**config.mk**
```make
export PLATFORM = sky130hd
export DESIGN_NAME = fetch_unit
export DESIGN_NICKNAME = d
export VERILOG_FILES = /design/src/rtl/fetch_unit.sv
export SDC_FILE = /design/constraint.sdc
export NUM_CORES = 1
export LEC_CHECK = 0
export CAP_MARGIN = 25
export CELL_PAD_IN_SITES_DETAIL_PLACEMENT = 1
export CELL_PAD_IN_SITES_GLOBAL_PLACEMENT = 1
export CORE_UTILIZATION = 36
export CTS_CLUSTER_DIAMETER = 50
export DETAILED_ROUTE_END_ITERATION = 8
export PLACE_DENSITY_LB_ADDON = 0.2
export SETUP_SLACK_MARGIN = 0.1
export SLEW_MARGIN = 20
export SYNTH_ARGS = -nofsm -noshare
export SYNTH_HDL_FRONTEND = slang
export SYNTH_SLANG_ARGS = --single-unit
```
**constraint.sdc**
```tcl
create_clock -name clk -period 3.6 [get_ports clk]
set_clock_uncertainty 0.15 [all_clocks]
set_input_delay 0.54 -clock clk [delete_from_list [all_inputs] [get_ports clk]]
set_output_delay 0.54 -clock clk [all_outputs]
set_load 0.03 [all_outputs]
```
**src/rtl/fetch_unit.sv**
```systemverilog
// Instruction fetch: one outstanding imem request, registered instr with valid/ready to the decoder.
// Ack in cycle N -> instr_valid in N+1; instr/instr_pc held stable until accepted, no new request meanwhile.
module fetch_unit #(
  parameter int                ADDR_W   = 26,
  parameter int                DATA_W   = 32,
  parameter logic [ADDR_W-1:0] RESET_PC = '0
) (
  input  logic              clk,
  input  logic              rst_n,
  input  logic              run,
  output logic              imem_req,
  output logic [ADDR_W-1:0] imem_addr,
  input  logic              imem_ack,
  input  logic [DATA_W-1:0] imem_rdata,
  output logic [DATA_W-1:0] instr,
  output logic [ADDR_W-1:0] instr_pc,
  output logic              instr_valid,
  input  logic              instr_ready,
  input  logic              load_pc,
  input  logic [ADDR_W-1:0] load_pc_val
);

  typedef enum logic [1:0] {IDLE, REQ, HOLD} state_t;

  state_t            state, state_nxt;
  logic [ADDR_W-1:0] pc;
  logic              ack_take;
  logic              accept;

  // Request is decoded from state so an async reset drops it immediately.
  assign imem_req  = (state == REQ);
  assign imem_addr = pc;
  assign ack_take  = (state == REQ) && imem_ack;
  assign accept    = (state == HOLD) && instr_ready;

  always_comb begin
    state_nxt = state;
    case (state)
      IDLE:    if (run) state_nxt = REQ;
      REQ:     if (imem_ack) state_nxt = HOLD;
      HOLD:    if (instr_ready) state_nxt = run ? REQ : IDLE;
      default: state_nxt = IDLE;
    endcase
  end

  always_ff @(posedge clk or negedge rst_n) begin
    if (!rst_n) begin
      state <= IDLE;
    end else begin
      state <= state_nxt;
    end
  end

  always_ff @(posedge clk or negedge rst_n) begin
    if (!rst_n) begin
      pc          <= RESET_PC;
      instr       <= '0;
      instr_pc    <= '0;
      instr_valid <= 1'b0;
    end else begin
      if (ack_take) begin
        instr       <= imem_rdata;
        instr_pc    <= pc;
        instr_valid <= 1'b1;
      end
      // Redirect wins over sequential increment; increment wraps naturally.
      if (accept) begin
        pc          <= load_pc ? load_pc_val : pc + ADDR_W'(1);
        instr_valid <= 1'b0;
      end
    end
  end

endmodule

```
### After elaboration in Yosys (flattened, before gate mapping)

Index checks and enable logic that the tools add are counted.

* add/subtract/negate cells: 1
* equal/unequal tests: 5
* reductions and logical operators: 5
* multiplexer cells: 8

Operators by type and width (count)
* adder 26 x 1 -> 26 bit, second input constant: 1
* two-way mux 26 bit: 1
* two-way mux 2 bit: 3
* one-hot mux 2 bit (3 select lines): 1
* inequality test 2 bit, second input constant: 2
* two-way mux 1 bit: 3
* AND reduction 3 bit: 1
* == test 2 x 1 -> 1 bit, second input constant: 1
* == test 2 bit, second input constant: 1
* logical AND 1 bit: 2
* zero test 2 bit: 1
* inequality test 2 x 1 -> 1 bit, second input constant: 1
* nonzero test 2 bit: 1

* register bits: 87
* input port bits: 64
* word-level logic and storage cells: 24
* output and inout bits: 86

### Depth between registers and ports, before layout

Gate-level depths: netlist of the first run.

* word-level depth: 4
* mapped depth: 6
* gate-level depth less buffers: 5

### Worst setup path before layout of the first run

No wires, ideal clock.

* kind: reg2reg
* start point: reg pc[0], in the netlist imem_addr[0]
* end point: reg pc[24], in the netlist imem_addr[24]
* setup slack: 1.298 ns
* setup time: 0.130 ns
* required time: 3.320 ns
* data arrival time: 2.022 ns
* cell stages (with the launch flop): 6
* path buffers: 0
* clock period less this slack: 2.302 ns
* cell sequence: dfrtp_1 > ha_1 > nand4_2 > or4_1 > nor4_1 > nor3_1

* longest elaborated chain between the ends: 2

RTL lines
* start, declared: RTL line 26 `logic [ADDR_W-1:0] pc;`
* start signal, assigned: RTL line 68 `pc <= load_pc ? load_pc_val : pc + ADDR_W'(1);`
* adder 26 x 1 -> 26 bit: RTL line 68
* two-way mux 26 bit: RTL line 68

No other way between the ends.
A chain may end at the register's enable or synchronous reset.

### Final worst setup path of the first run

* start point: reg state[0]
* end point: out imem_req

* longest elaborated chain between the ends: 1

RTL lines
* start, declared: RTL line 25 `state_t state, state_nxt;`
* start signal, assigned: RTL line 50 `state <= state_nxt;`
* == test 2 x 1 -> 1 bit: RTL line 31 `assign imem_req = (state == REQ);`
* end, declared: RTL line 11 `output logic imem_req,`

No other way between the ends.

==> results of run 1 <==
-- cell families after synthesis --
group | synth area share [%]
compound gates | 12.8
fa+ha+maj | 0.308
buf+inv | 3.52
flops | 53.7
mux | 14.7
simple gates | 15.0
-- cells in the mapped netlist (5+ instances only) --
library cell,count,area (µm²)
dfrtp_1,87,2180
mux2_2,52,586
nand2_1,24,90.1
o21ai_0,23,115
a21oi_1,18,90.1
nor2_1,17,63.8
clkbuf_1,15,56.3
nand3_1,14,70.1
inv_1,10,37.5
nor3_1,9,45.0
and3_1,7,43.8
nand4_1,7,43.8
a311oi_1,6,52.6
buf_1,5,18.8
buf_2,5,25.0
nand2b_1,5,31.3
nor4_1,5,31.3
-- stage by stage --
step / hold slack (ps) / utilization [%] / instances / setup WS [ps]
global route: 88.7 / 54.2 / 653 / 1040
global placement: 314 / 52.2 / 636 / 1160
detailed placement: 320 / 52.2 / 636 / 1110
finish: 39.5 / 54.2 / 653 / 1160
CTS: 59.6 / 54.1 / 652 / 1150
floorplan: 94.4 / - / 366 / 1300
-- power by group through the flow --
stage	logic (µW)	registers, µW	clock network, µW
after floorplan	690	2510	0
after global placement	2550	1750	0
after detailed placement	2610	1780	0
after CTS	2610	1760	761
after global routing	2740	1830	799
final	2590	1760	740
-- critical path, cell delays in order, from the launching register on --
cell and delay, ps:
dfrtp_1 390, nor2b_1 270, clkdlybuf4s50_1 740
-- cell type report --
| cell class | instances | share of cell area [%] |
|---|---|---|
| clock buffer | 10 | 2.16 |
| clock inverter | 6 | 1.42 |
| inverter | 10 | 0.636 |
| multi-input combinational | 243 | 29.5 |
| sequential | 87 | 36.9 |
| tap | 140 | 2.97 |
| timing repair buffer | 157 | 26.4 |
-- flip-flops by register name (all words and copies together) (netlist names) --
| signal | cells |
|---|---|
| instr_pc | 26 |
| state | 2 |
| instr | 32 |
| instr_valid | 1 |
| imem_addr | 26 |
-- routing by layer --
layer	up-vias	global-route usage, %	wire (µm)
li1	1641	-	-
met1	1714	29.1	5530
met2	122	35.0	5750
met3	5	4.16	692
met4	0	5.48	78
met5	-	0	0
-- path summary, 6_finish.rpt --
| check | start | endpoint | slack, ps | cells past startpoint |
|---|---|---|---|---|
| hold reg to reg | instr_pc[24]$_DFFE_PN0P_ | instr_pc[24]$_DFFE_PN0P_ | 330 | 2 |
| min in group clk | instr_pc[24]$_DFFE_PN0P_ | instr_pc[24]$_DFFE_PN0P_ | 330 | 2 |
| setup reg to reg | imem_addr[0]$_DFFE_PN0P_ | imem_addr[24]$_DFFE_PN0P_ | 1250 | 5 |
| max in group asynchronous | rst_n | instr_pc[0]$_DFFE_PN0P_ | 2520 | 2 |
| hold / removal | rst_n | instr[21]$_DFFE_PN0P_ | 40 | 1 |
| setup / recovery | state[0]$_DFFE_PN0P_ | imem_req | 1160 | 2 |
==> results.json, run 1 <==
{
  "comb_power_share_pct": 50.9,
  "cp-end-kind": "output pin",
  "layout_common_cells": "clkdlybuf4s50_1, dfrtp_1, mux2_2",
  "ys_seq_area_share_pct": 53.7,
  "dr.pass1.iters": 4,
  "cts_resized": 0,
  "io_pins": 150,
  "outcome": "finished clean",
  "synthCells": 366,
  "start_kind": "flip-flop",
  "overflow": 0,
  "hpwl_mm": 8.65,
  "grt_max_degree": 69,
  "fmax_mhz": 410,
  "hold_viol": 0,
  "drc": 0,
  "clock-root-buffer": "clkbuf_8",
  "std_cell_rows": 38,
  "ys.flop_type": "dfrtp_1",
  "finalInstanceArea_um2": 5900,
  "rsz0062_at_grt": "no",
  "synth_seq_cells": 87,
  "first_iter_violations": 184,
  "fillers": 1194,
  "h-tree-depth": 3,
  "avgSynthCellArea_um2": 11.1,
  "finalPower_uw": 5090,
  "cts_tree": "yes",
  "worstSetupPathType": "flip-flop to output pin",
  "ys_types": 46,
  "port_buffers": 149,
  "via_count": 3482,
  "clk_pin_slew_ps": 80,
  "drv_slew": 0,
  "grt_pass1_wl_mm": 19.2,
  "crit_fanout": 5,
  "ys_warn_count": 0,
  "holdBufCountCts": 0,
  "core_um2": 10900,
  "post_cts_buffers": 0,
  "drt_wl_total_mm": 12.0,
  "finalSetupViolCount": 0,
  "grt_pass1_vias": 3650,
  "maxCapViolCount": 0,
  "numCtsBuffers": 9,
  "avgRoutedWirePerCell_um": 18.4,
  "clkPwrFrac_pct": 14.5,
  "synthArstFlopShare_pct": 100,
  "start_util_pct": 37.3,
  "vias_per_cell": 5.33,
  "fin_crit_ps": 2440,
  "track_usage_pct": 21.4,
  "crit_arrival_ps": 1750,
  "placed_cell_area_um2": 5680,
  "dieWidth_um": 108,
  "internal_power_uw": 2930,
  "final_common_cell": "clkdlybuf4s50_1",
  "p_seq_share_pct": 34.6,
  "areaGrowthSynthToFinish_pct": 45.4,
  "peakVddDrop_v": 0.000463,
  "netSwitchingFraction_pct": 42.4,
  "min_path_type": "primary input to async pin",
  "multi_input_area_um2": 1740,
  "required_ps": 2910,
  "clk_latency_ps": 360,
  "antenna_cells": 0,
  "p_leak_uw": 0.00243,
  "antenna_found_initial": 0,
  "syn_nets": 431,
  "p_per_area_nw_per_um2": 863,
  "die_h_um": 108,
  "gp_congestion": 0.864,
  "die-area_um2": 11700,
  "synth_area_um2": 4060,
  "finalCritPeriodShare_pct": 67.8,
  "finalSetupTns_ps": 0,
  "cts_buffer_depth": 2,
  "fin_nets": 573,
  "seq_area_um2": 2180,
  "synth_edf_count": 0,
  "drive_gt1_share_pct": 16.2,
  "cts_sinks": 87,
  "postRouteAntennaNets": 0,
  "switching_power_uw": 2160,
  "relSlewSlack_pct": 50.9,
  "tightest_slew_ps": 735
}
(Power assumes the default switching activity.)
==> run 2: changes to the inputs <==
Settings changed: CORE_UTILIZATION 36 to 30.
Clock period 3.6 ns to 2.15 ns, I/O delays scaled along.
==> run 2 against run 1 <==
  * Via count is 4.5% higher
  * Combinational power is 77% higher
  * Clock-buffer cell count rose by 1
  * Sequential power is 65% higher
  * Non-clock buffer count rose by 23
  * Power rose by 81%
  * Critical endpoint is now imem_addr[1]
==> results.json, run 2 (synthesis gave the netlist of run 1 again) <==
{
  "start_kind": "flip-flop",
  "worst_r2r_endpoint": "imem_addr[23]$_DFFE_PN0P_",
  "grt_max_degree": 46,
  "finalCritPeriodShare_pct": 93.2,
  "p_seq_share_pct": 31.5,
  "antenna_found_initial": 0,
  "io_pins": 150,
  "antenna_cells": 0,
  "ff2ff_path_depth": 5,
  "finalSetupViolCount": 0,
  "finalPower_uw": 9230,
  "worstSetupPathType": "flip-flop to output pin",
  "drv_slew": 0,
  "overflow": 0,
  "drive_gt1_share_pct": 22.4,
  "grt_pass1_wl_mm": 20.4,
  "peakVddDrop_v": 0.000598,
  "min_path_type": "flip-flop to flip-flop",
  "largest_reg_flops": 32,
  "hold_depth": 2,
  "areaGrowthSynthToFinish_pct": 56.3,
  "die_h_um": 118,
  "hold_end": "instr_pc[6]$_DFFE_PN0P_",
  "h-tree-depth": 3,
  "switching_power_uw": 3750,
  "drt_wl_total_mm": 12.7,
  "clkPwrFrac_pct": 18.8,
  "outcome": "finished clean",
  "maxCapViolCount": 0,
  "cts_sinks": 87,
  "fmax_mhz": 499,
  "cts_buffer_depth": 2,
  "drc": 0,
  "netSwitchingFraction_pct": 40.6,
  "fin_nets": 596,
  "tightest_slew_ps": 556,
  "fillers": 1487,
  "relSlewSlack_pct": 62.9,
  "crit_arrival_ps": 1530,
  "r2r_setup_slack_ps": 180,
  "reg2reg_from": "imem_addr[9]$_DFFE_PN0P_",
  "first_iter_violations": 176,
  "final_common_cell": "clkdlybuf4s50_1",
  "start_util_pct": 30.6,
  "clock-root-buffer": "clkbuf_16",
  "hpwl_mm": 9.08,
  "grt_pass1_vias": 3711,
  "fin_crit_ps": 2000,
  "layout_setup_ws_ps": 147,
  "cts_tree": "yes",
  "dieWidth_um": 118,
  "std_cell_rows": 42,
  "clk_pin_slew_ps": 60,
  "via_count": 3638,
  "die-area_um2": 14000,
  "gp_congestion": 0.781,
  "hold_viol": 0,
  "min_from": "instr_pc[6]$_DFFE_PN0P_",
  "numCtsBuffers": 9,
  "p_leak_uw": 0.00263,
  "track_usage_pct": 18.8,
  "avgRoutedWirePerCell_um": 17.9,
  "postRouteAntennaNets": 0,
  "crit_fanout": 6,
  "required_ps": 1680,
  "finalSetupTns_ps": 0,
  "dp_slack_ps": 103,
  "core_um2": 13200,
  "largest_register": "instr",
  "clk_latency_ps": 340,
  "cp-end-kind": "output pin",
  "dr.pass1.iters": 4,
  "rsz0062_at_grt": "yes",
  "internal_power_uw": 5490,
  "layout_common_cells": "clkdlybuf4s50_1, dfrtp_1, mux2_2",
  "p_per_area_nw_per_um2": 1460,
  "vias_per_cell": 5.11,
  "port_buffers": 149,
  "comb_power_share_pct": 49.7
}
-- run 2: changes by cell type in the layout (fill, tap and decap cells not counted), sizes merged --
cell and delta:
clkinv -2, buf +23, clkdlybuf4s50 -10, inv -1, dlymetal6s2s +2, dlygate4sd2 +8
clkinvlp +2, dlygate4sd3 +1
-- run 2: worst max path at each step --
| stage | startpoint | endpoint | slack, ps | depth (start not counted) |
|---|---|---|---|---|
| floorplan | imem_addr[4]$_DFFE_PN0P_ | imem_addr[24]$_DFFE_PN0P_ | 80 | 5 |
| global placement | imem_addr[9]$_DFFE_PN0P_ | imem_addr[25]$_DFFE_PN0P_ | 140 | 4 |
| detailed placement | load_pc | imem_addr[25]$_DFFE_PN0P_ | 100 | 6 |
| CTS | imem_addr[7]$_DFFE_PN0P_ | imem_addr[7] | 110 | 1 |
| global route | imem_addr[9]$_DFFE_PN0P_ | imem_addr[25]$_DFFE_PN0P_ | 100 | 4 |
| finish | imem_addr[1]$_DFFE_PN0P_ | imem_addr[1] | 150 | 2 |
-- run 2: what timing repair did --
item / 4_1_cts / 5_1_grt
resized for setup: 9 / 8
hold buffers: 1 / 0
pin swaps: 0 / 2
setup buffers: 0 / 5
endpoints found under the hold margin: 37 / 0
setup endpoints to repair: 9 / 5
-- run 2: per-layer routing --
metal	track usage, %	vias up	routed length, µm
li1	-	1684	-
met1	26.5	1831	6130
met2	29.0	113	5890
met3	3.04	10	539
met4	6.49	0	153
met5	0	-	0
-- run 2: worst max-delay path, stage by stage, from the launching register on --
cell and delay, ps:
dfrtp_2 380, buf_4 140, clkdlybuf4s50_1 670
-- run 2: layout make-up --
type | count | area (µm²) | area share (%)
Sequential cell | 87 | 2190 | 34.5
Multi-Input combinational cell | 243 | 1780 | 28.1
Timing Repair Buffer | 180 | 1780 | 28.1
Tap cell | 176 | 220 | 3.47
Clock buffer | 11 | 253 | 3.99
Clock inverter | 5 | 80.1 | 1.26
Inverter | 10 | 37.5 | 0.592
-- run 2: per-stage QoR --
stage                     hold slack, ps  utilization, %  instances  cell area (µm²)
final                                326            47.9        712             6340
after floorplan                     -123               -        366             4090
after global placement               201            44.9        690             5950
after global routing                 370            47.9        712             6340
after CTS                            334            47.5        707             6280
after detailed placement             199            44.9        690             5950
-- run 2: power groups by stage --
| stage | logic, µW | clock network (µW) | registers, µW |
|---|---|---|---|
| global route | 4860 | 1840 | 3020 |
| finish | 4590 | 1740 | 2900 |
| detailed placement | 4600 | 0 | 2930 |
| global placement | 4540 | 0 | 2890 |
| floorplan | 1180 | 0 | 4230 |
| CTS | 4570 | 1790 | 2910 |
